File: src/rtl/serial_subtractor.sv
// rtl/serial_subtractor.sv - bit-serial unsigned subtractor, LSB first, start/done handshake
module serial_subtractor #(
  parameter int WIDTH = 8
) (
  input  logic             i_CLK,
  input  logic             i_RST_N,
  input  logic             i_START,
  input  logic [WIDTH-1:0] i_A,
  input  logic [WIDTH-1:0] i_B,
  output logic             o_BUSY,
  output logic             o_DONE,
  output logic [WIDTH-1:0] o_DIFF,
  output logic             o_BORROW,
  output logic             o_SBIT,
  output logic             o_SVALID
);

  localparam int CW = $clog2(WIDTH) + 1;
  localparam logic [CW-1:0] LAST_BIT = CW'(WIDTH - 1);

  typedef enum logic [1:0] {
    S_IDLE  = 2'd0,
    S_SHIFT = 2'd1,
    S_DONE  = 2'd2
  } state_t;

  state_t          state;
  logic [WIDTH-1:0] a_sr;
  logic [WIDTH-1:0] b_sr;
  logic [WIDTH-1:0] d_sr;
  logic             br;
  logic [CW-1:0]    count;

  logic a0;
  logic b0;
  logic d;
  logic br_next;
  logic in_shift;

  // Single full-subtractor cell working on the operand LSBs and the stored borrow
  assign a0       = a_sr[0];
  assign b0       = b_sr[0];
  assign d        = a0 ^ b0 ^ br;
  assign br_next  = (~a0 & b0) | (~(a0 ^ b0) & br);
  assign in_shift = (state == S_SHIFT);

  // Serial stream is only meaningful in SHIFT; forced low otherwise
  assign o_SBIT   = in_shift & d;
  assign o_SVALID = in_shift;

  // Control FSM and datapath registers; result registers only update on the last bit
  always_ff @(posedge i_CLK or negedge i_RST_N) begin
    if (!i_RST_N) begin
      state    <= S_IDLE;
      a_sr     <= '0;
      b_sr     <= '0;
      d_sr     <= '0;
      br       <= 1'b0;
      count    <= '0;
      o_BUSY   <= 1'b0;
      o_DONE   <= 1'b0;
      o_DIFF   <= '0;
      o_BORROW <= 1'b0;
    end else begin
      case (state)
        S_IDLE, S_DONE: begin
          o_DONE <= 1'b0;
          if (i_START) begin
            a_sr   <= i_A;
            b_sr   <= i_B;
            d_sr   <= '0;
            br     <= 1'b0;
            count  <= '0;
            o_BUSY <= 1'b1;
            state  <= S_SHIFT;
          end else begin
            o_BUSY <= 1'b0;
            state  <= S_IDLE;
          end
        end
        S_SHIFT: begin
          d_sr  <= {d, d_sr[WIDTH-1:1]};
          a_sr  <= a_sr >> 1;
          b_sr  <= b_sr >> 1;
          br    <= br_next;
          count <= count + CW'(1);
          if (count == LAST_BIT) begin
            o_DIFF   <= {d, d_sr[WIDTH-1:1]};
            o_BORROW <= br_next;
            o_DONE   <= 1'b1;
            o_BUSY   <= 1'b0;
            state    <= S_DONE;
          end
        end
        default: begin
          o_DONE <= 1'b0;
          o_BUSY <= 1'b0;
          state  <= S_IDLE;
        end
      endcase
    end
  end

endmodule
File: config.mk
export PLATFORM = sky130hd
export DESIGN_NAME = serial_subtractor
export DESIGN_NICKNAME = d
export VERILOG_FILES = /design/src/rtl/serial_subtractor.sv
export SDC_FILE = /design/constraint.sdc
export NUM_CORES = 1
export LEC_CHECK = 0
export ABC_AREA = 0
export CAP_MARGIN = 20
export CORE_AREA = 2 2 86 88
export CTS_CLUSTER_SIZE = 40
export DETAILED_ROUTE_END_ITERATION = 16
export DIE_AREA = 0 0 88 90
export SLEW_MARGIN = 20
export SYNTH_ARGS = -nofsm -noshare
export SYNTH_HDL_FRONTEND = slang
export SYNTH_SLANG_ARGS = --single-unit
File: constraint.sdc
create_clock -name i_CLK -period 1.88 [get_ports i_CLK]
set_input_delay 0.188 -clock i_CLK [delete_from_list [all_inputs] [get_ports i_CLK]]
set_output_delay 0.188 -clock i_CLK [all_outputs]
set_load 0.01 [all_outputs]
==> impl_results.md, run 1 <==
- Outcome: finished, final reports clean
- Fill cells: 715
- Crit. End Element: primary output
- Setup violations, final: 0
- Share of Yosys cell area claimed by the top area cell type: 58.4%
- Worst r2r src: count[0]
- Die area: between 7000 and 8000 um^2
- Comb pwr share: 40.6%
- Design area: 2230 um^2
- Worst-path clk slew: 0.08 ns
- Place WS: 0.0536 ns
- Netlist cell types: 29
- Nets: ~180
- CTS max path bufs: 2
- Largest area contributor in the netlist: dfrtp_1
- RSZ-0062 raised after global routing: no
- Worst-Margin Slew: 0.495 ns
- Syn Inst Count: 118
- Drt pass-1 iters: 4
- Post-synth design cell area: roughly 1700 um^2
- All-Layer GR Usage: about 8.9%
- Synth Area per Inst: 14.5 um^2
- Setup Buffers After CTS: 0
- Routed Antenna Nets: 0
- Via count: 1,099
- Crit-path slowest cell: fa_1
- DP Area: 2100 um^2
- Residual DRC: 0
- CTS sink cnt: 40
- PwrDens: ~1700 nW/um^2
- Yosys reg bits: 40
- TritonCTS clock tree: yes
- Vias in the first global route: approximately 1,100
- Ys Warns: 0
- CP required: around 1.7 ns
- GRT overflow: 0
- Synth top area cells: dfrtp_1 (58%), a22o_1 (12%), a21o_1 (6.6%)
- Tcrit/Tclk final: 92.4%
- Die H: 90 um
- Detail Route met2 WL: 1.36 mm
- First-pass GRT wire length: 5.35 mm
- Post-Route Setup TNS: 0 ns
- Top Metal Used: met4
- Htree depth: 2
- Sequential power share: 39.0%
- I/O pins: 32
- Cell Rows: 31
- Worst R2R Path Depth: 4
- Worst hold path class: in -> async
- CTS root buffer: clkbuf_8
- Final WS setup: 0.144 ns
- Peak supply drop: 442 uV
- Largest net degree at the start of global routing: 41
- Leak pwr: between 1 and 1.5 nW
- Slew margin rel.: 67.0%
- Max Clk Rate: approximately 580 MHz
- Post-DP HPWL: 2.15 mm
- Via density: 4.33
- Switching power: 1.21 mW
- Drt wl/cell: 12.4 um
- Initial core utilization: 24.4%
- Crit path cell chain: fa_1, and2_1, clkbuf_2
- Initial antenna violation count: 0
- Switching part of the total power: 32.2%
- Internal: ~2.5 mW
- Critical path peak fanout: 2
- Crit Path Class: reg -> out
- Initial DRC Count: 86
- Syn-to-layout area delta: 30.1%
- Antenna cells: 0
- Final min period: roughly 1.7 ns
- Syn_nets: around 140
- Die Width: 88 um
- Setup crit start: a_sr[0]
- Wirelength, routed: 3.14 mm
- CP Data Arrival Time: 1.55 ns
- Sequential share of the synthesized area: approximately three fifths
- Num CTS Buffers: 5
- Share of cells above drive strength 1: 13.5%
- Core Area: ~7000 um^2
- Crit path launch type: flop
- Pins Over Slew Limit: 0
- Final hold violation count: 0
- Met1 wire length: 1.48 mm
- Port buffer count: 31
- Clock power frac: around 20%
- Maxcap violations: 0
- Clk_lat worst skew: 0.29 ns
- Clock Skew: 0.00648 ns
- Final GP Congestion: roughly 0.71
- Wire length on met3: approximately 210 um
- Slowest Stage Delay on Critical Path: 0.56 ns
==> area by class of cell <==
class	count	area (um^2)	area share, %
Timing Repair Buffer	37	348	15.6
Tap cell	99	124	5.56
Multi-Input combinational cell	67	614	27.6
Clock buffer	7	96.3	4.32
Clock inverter	1	30.0	1.35
Sequential cell	40	1000	44.9
Inverter	3	16.3	0.730
==> registers in the layout, summed over array words and instances, names as in the netlist <==
name	flops
a_sr	8
b_sr	8
br	1
count	4
d_sr	7
o_BORROW	1
o_BUSY	1
o_DIFF	8
o_DONE	1
state	1
==> worst max-delay path: cells and delay by family, from the launching register on <==
kind                       cells  cell delay, ns
DFF                            1            0.41
adders and majority gates      1            0.56
and+or+nand+nor                1            0.16
buffers and inverters          1            0.14
==> power by group through the flow <==
stage	sequential [mW]	combinational (mW)	clock [mW]
floorplan	1.47	1.12	0
global placement	1.47	1.54	0
detailed placement	1.49	1.58	0
CTS	1.47	1.57	0.791
global route	1.52	1.69	0.827
finish	1.46	1.52	0.763
==> stage by stage <==
stage / utilization [%] / hold WS (ns) / instances / total power, mW
final: 31.8 / 0.479 / 254 / 3.75
after global routing: 31.8 / 0.497 / 254 / 4.04
after CTS: 31.8 / 0.483 / 254 / 3.83
after detailed placement: 29.9 / 0.284 / 245 / 3.06
after global placement: 29.9 / 0.280 / 245 / 3.01
after floorplan: - / -0.108 / 118 / 2.60
==> synth_stat cells (all sizes together) <==
cell,number
dfrtp,40
a22o,23
a21o,15
buf,8
mux2,8
inv,3
nor2,3
mux2i,2
nand2b,2
a221o,1
a31o,1
and2,1
and2b,1
fa,1
ha,1
nand3b,1
nand4,1
nor2b,1
nor3,1
o21ai,1
o2bb2ai,1
o31ai,1
xnor2,1
==> per-layer routing <==
| metal | GRT usage (%) | vias to the layer above |
|---|---|---|
| li1 | - | 508 |
| met1 | 11.9 | 548 |
| met2 | 12.3 | 35 |
| met3 | 2.94 | 8 |
| met4 | 5.38 | 0 |
| met5 | 0 | - |
==> cell families (layout without fill, tap and decap cells) <==
family	count (synthesis)	after routing	synth area share (%)
muxes	10	10	6.42
xor gates and xnor gates	1	1	0.511
and+or+nand+nor	11	11	6.35
buffers and inverters	11	48	5.77
DFF	40	40	58.4
adders and majority gates	2	2	1.90
AOI/OAI and AO/OA	43	43	20.7
==> timing repair <==
| item | 4_1_cts | 5_1_grt |
|---|---|---|
| endpoints found under the hold margin | 40 | 0 |
| endpoints found under the setup margin | 1 | 1 |
| hold buffers | 1 | 0 |
| resized for setup | 2 | 1 |
==> cell usage in the layout, fill, tap and decap left out, types with 2 or more instances in the layout <==
cell,instances
a22o_1,23
buf_4,5
inv_1,2
clkdlybuf4s50_1,29
a21o_1,15
dfrtp_1,40
mux2i_1,2
clkbuf_8,7
mux2_1,8
==> path summary, 6_finish.rpt <==
kind | to | slack (ns)
worst max-delay path | o_SBIT | 0.14
worst min-delay path | o_DONE | 0.48
worst max register to register | o_DIFF[4] | 0.44
worst min register to register | b_sr[1] | 0.48
max in group asynchronous | b_sr[3] | 1.05
min in group i_CLK | b_sr[1] | 0.48
Power figures use the tool's default switching activity.
==> run 2: changes to the inputs <==
CORE_AREA = 2 2 94 69   (was 2 2 86 88)
DIE_AREA = 0 0 96 71   (was 0 0 88 90)
==> impl_results.md, run 2 (synthesized netlist as in run 1, its figures left out) <==
- Commonest non-fill, non-tap cell in the layout: dfrtp_1 (unchanged)
- Residual DRC: 0 (unchanged)
- Leak pwr: 1.06 nW (was 1.08 nW)
- Nets: 174 (was 175)
- Die H: 71 um (was 90 um)
- Maxcap violations: 0 (unchanged)
- Setup violations, final: 0 (unchanged)
- Worst-path clk slew: 0.07 ns (was 0.08 ns)
- Met2 GRT Util: 13.9% (was 12.3%)
- Crit path launch type: flop (unchanged)
- Design area: 2170 um^2 (was 2230 um^2)
- DP Area: 2080 um^2 (was 2100 um^2)
- TritonCTS clock tree: yes (unchanged)
- RSZ-0062 raised after global routing: no (unchanged)
- Setup Buffers After CTS: 0 (unchanged)
- Core Area: 5980 um^2 (was 7020 um^2)
- PwrDens: 1650 nW/um^2 (was 1680 nW/um^2)
- Share of cells above drive strength 1: 11.7% (was 13.5%)
- Htree depth: 2 (unchanged)
- Post-DP HPWL: 2.30 mm (was 2.15 mm)
- CTS root buffer: clkbuf_8 (unchanged)
- Port buffer count: 31 (unchanged)
- Antenna cells: 0 (unchanged)
- Initial DRC Count: 60 (was 86)
- Max Clk Rate: 578 MHz (was 576 MHz)
- Initial antenna violation count: 0 (unchanged)
- Worst hold margin: 0.481 ns (was 0.479 ns)
- Syn-to-layout area delta: 26.7% (was 30.1%)
- Final GP Congestion: 0.736 (was 0.710)
- Multi-input logic area: 614 um^2 (unchanged)
- Met3 Use GR: 4.69% (was 2.94%)
- Critical path peak fanout: 11 (was 2)
- CP required: 1.69 ns (about the same)
- Register area: 1000 um^2 (unchanged)
- Switching power: 1.21 mW (about the same)
- CP Data Arrival Time: 1.54 ns (was 1.55 ns)
- Worst hold path class: in -> async (unchanged)
- Sequential power share: 41.0% (was 39.0%)
- Num CTS Buffers: 5 (unchanged)
- Switching part of the total power: 33.8% (was 32.2%)
- CTS max path bufs: 2 (unchanged)
- Via density: 4.55 (was 4.33)
- Vias in the first global route: 1,083 (was 1,081)
- Post-Route Setup TNS: 0 ns (unchanged)
- Die area: 6820 um^2 (was 7920 um^2)
- Clk_lat worst skew: 0.29 ns (about the same)
- Final WS setup: 0.151 ns (was 0.144 ns)
- CTS sink cnt: 40 (unchanged)
- Crit Path Class: reg -> out (unchanged)
- Via count: 1,056 (was 1,099)
- Place WS: 0.0615 ns (was 0.0536 ns)
- Internal: 2.38 mW (was 2.54 mW)
- Comb pwr share: 42.8% (was 40.6%)
- Drt pass-1 iters: 4 (unchanged)
- Pins Over Slew Limit: 0 (unchanged)
- Largest net degree at the start of global routing: 41 (unchanged)
- Final min period: 1.73 ns (was 1.74 ns)
- Outcome: finished, final reports clean (unchanged)
- Routed Antenna Nets: 0 (unchanged)
- Die Width: 96 um (was 88 um)
- All-Layer GR Usage: 10.7% (was 8.89%)
- Gr busiest metal: met1 (was met2)
- Met1 Usage GRT: 16.0% (was 11.9%)
- Initial core utilization: 28.7% (was 24.4%)
- Peak supply drop: 407 uV (was 442 uV)
- Drt wl/cell: 14.0 um (was 12.4 um)
- Worst-Margin Slew: 0.491 ns (was 0.495 ns)
- Slew margin rel.: 67.3% (was 67.0%)
- Wirelength, routed: 3.24 mm (was 3.14 mm)
- Crit. End Element: primary output (unchanged)
- Largest regs: a_sr x8, b_sr x8, o_DIFF x8 (unchanged)
- Fill cells: 589 (was 715)
- Clock Skew: 0.00389 ns (was 0.00648 ns)
- Tcrit/Tclk final: 92.0% (was 92.4%)
- GRT overflow: 0 (unchanged)
- Most frequent cells in the layout: dfrtp_1 (40), clkdlybuf4s50_1 (29), a22o_1 (23) (unchanged)
- Final hold violation count: 0 (unchanged)
- Clock power frac: 16.2% (was 20.3%)
- Cell Rows: 24 (was 31)
- Overall power: 3.59 mW (was 3.75 mW)
- I/O pins: 32 (unchanged)
- First-pass GRT wire length: 5.50 mm (was 5.35 mm)
==> run 2: changes by cell type in the layout (fill, tap and decap cells not counted) <==
cell	delta
buf_4	-2
clkbuf_1	+2
buf_12	+1
bufinv_16	-1
clkbuf_8	-1
==> run 2: worst max-delay path, cell delays in order, from the launching register on <==
cell and delay (ns):
dfrtp_1 0.38, nand2b_4 0.21, inv_6 0.12, clkdlybuf4s50_1 0.54
==> run 2: area by class of cell <==
cell class | count | share of cell area, %
multi-input combinational | 67 | 28.3
tap | 78 | 4.49
timing repair buffer | 36 | 16.2
inverter | 3 | 0.749
sequential | 40 | 46.1
clock buffer | 8 | 4.15
==> run 2: path summary, 6_finish.rpt <==
check | from | to | slack, ns | cells past startpoint
max | o_DONE | o_SVALID | 0.15 | 3
min | i_RST_N | d_sr[1] | 0.48 | 3
max reg2reg | o_DONE | count[1] | 0.34 | 6
min reg2reg | a_sr[1] | a_sr[1] | 0.48 | 1
max in group asynchronous | i_RST_N | a_sr[3] | 1.06 | 3
min in group i_CLK | a_sr[1] | a_sr[1] | 0.48 | 1
==> run 2: routing by layer <==
layer	wire length, um	vias to the layer above
met5	0	-
met4	42	0
met3	223	5
met2	1280	29
met1	1690	517
li1	-	505
==> run 2: power by group through the flow <==
stage / clock, mW / sequential [mW] / combinational (mW)
after floorplan: 0 / 1.47 / 1.12
after global placement: 0 / 1.47 / 1.54
after detailed placement: 0 / 1.49 / 1.58
after CTS: 0.598 / 1.48 / 1.57
after global routing: 0.645 / 1.52 / 1.71
final: 0.582 / 1.47 / 1.54
==> run 2: through the flow <==
step                      instances  utilization, %
after floorplan                 118               -
after global placement          223            34.8
after detailed placement        223            34.8
after CTS                       232            36.4
after global routing            232            36.3
final                           232            36.3
==> run 2: what timing repair did <==
item	4_1_cts	5_1_grt
setup endpoints to repair	1	1
hold endpoints to repair	40	0
hold buffers	1	0
resized for setup	1	2
==> run 3: changes to the inputs <==
SKIP_LAST_GASP = 1   (was not set)
==> results of run 3 <==
The final DEF is identical to that of run 2; final timing and power are the same.
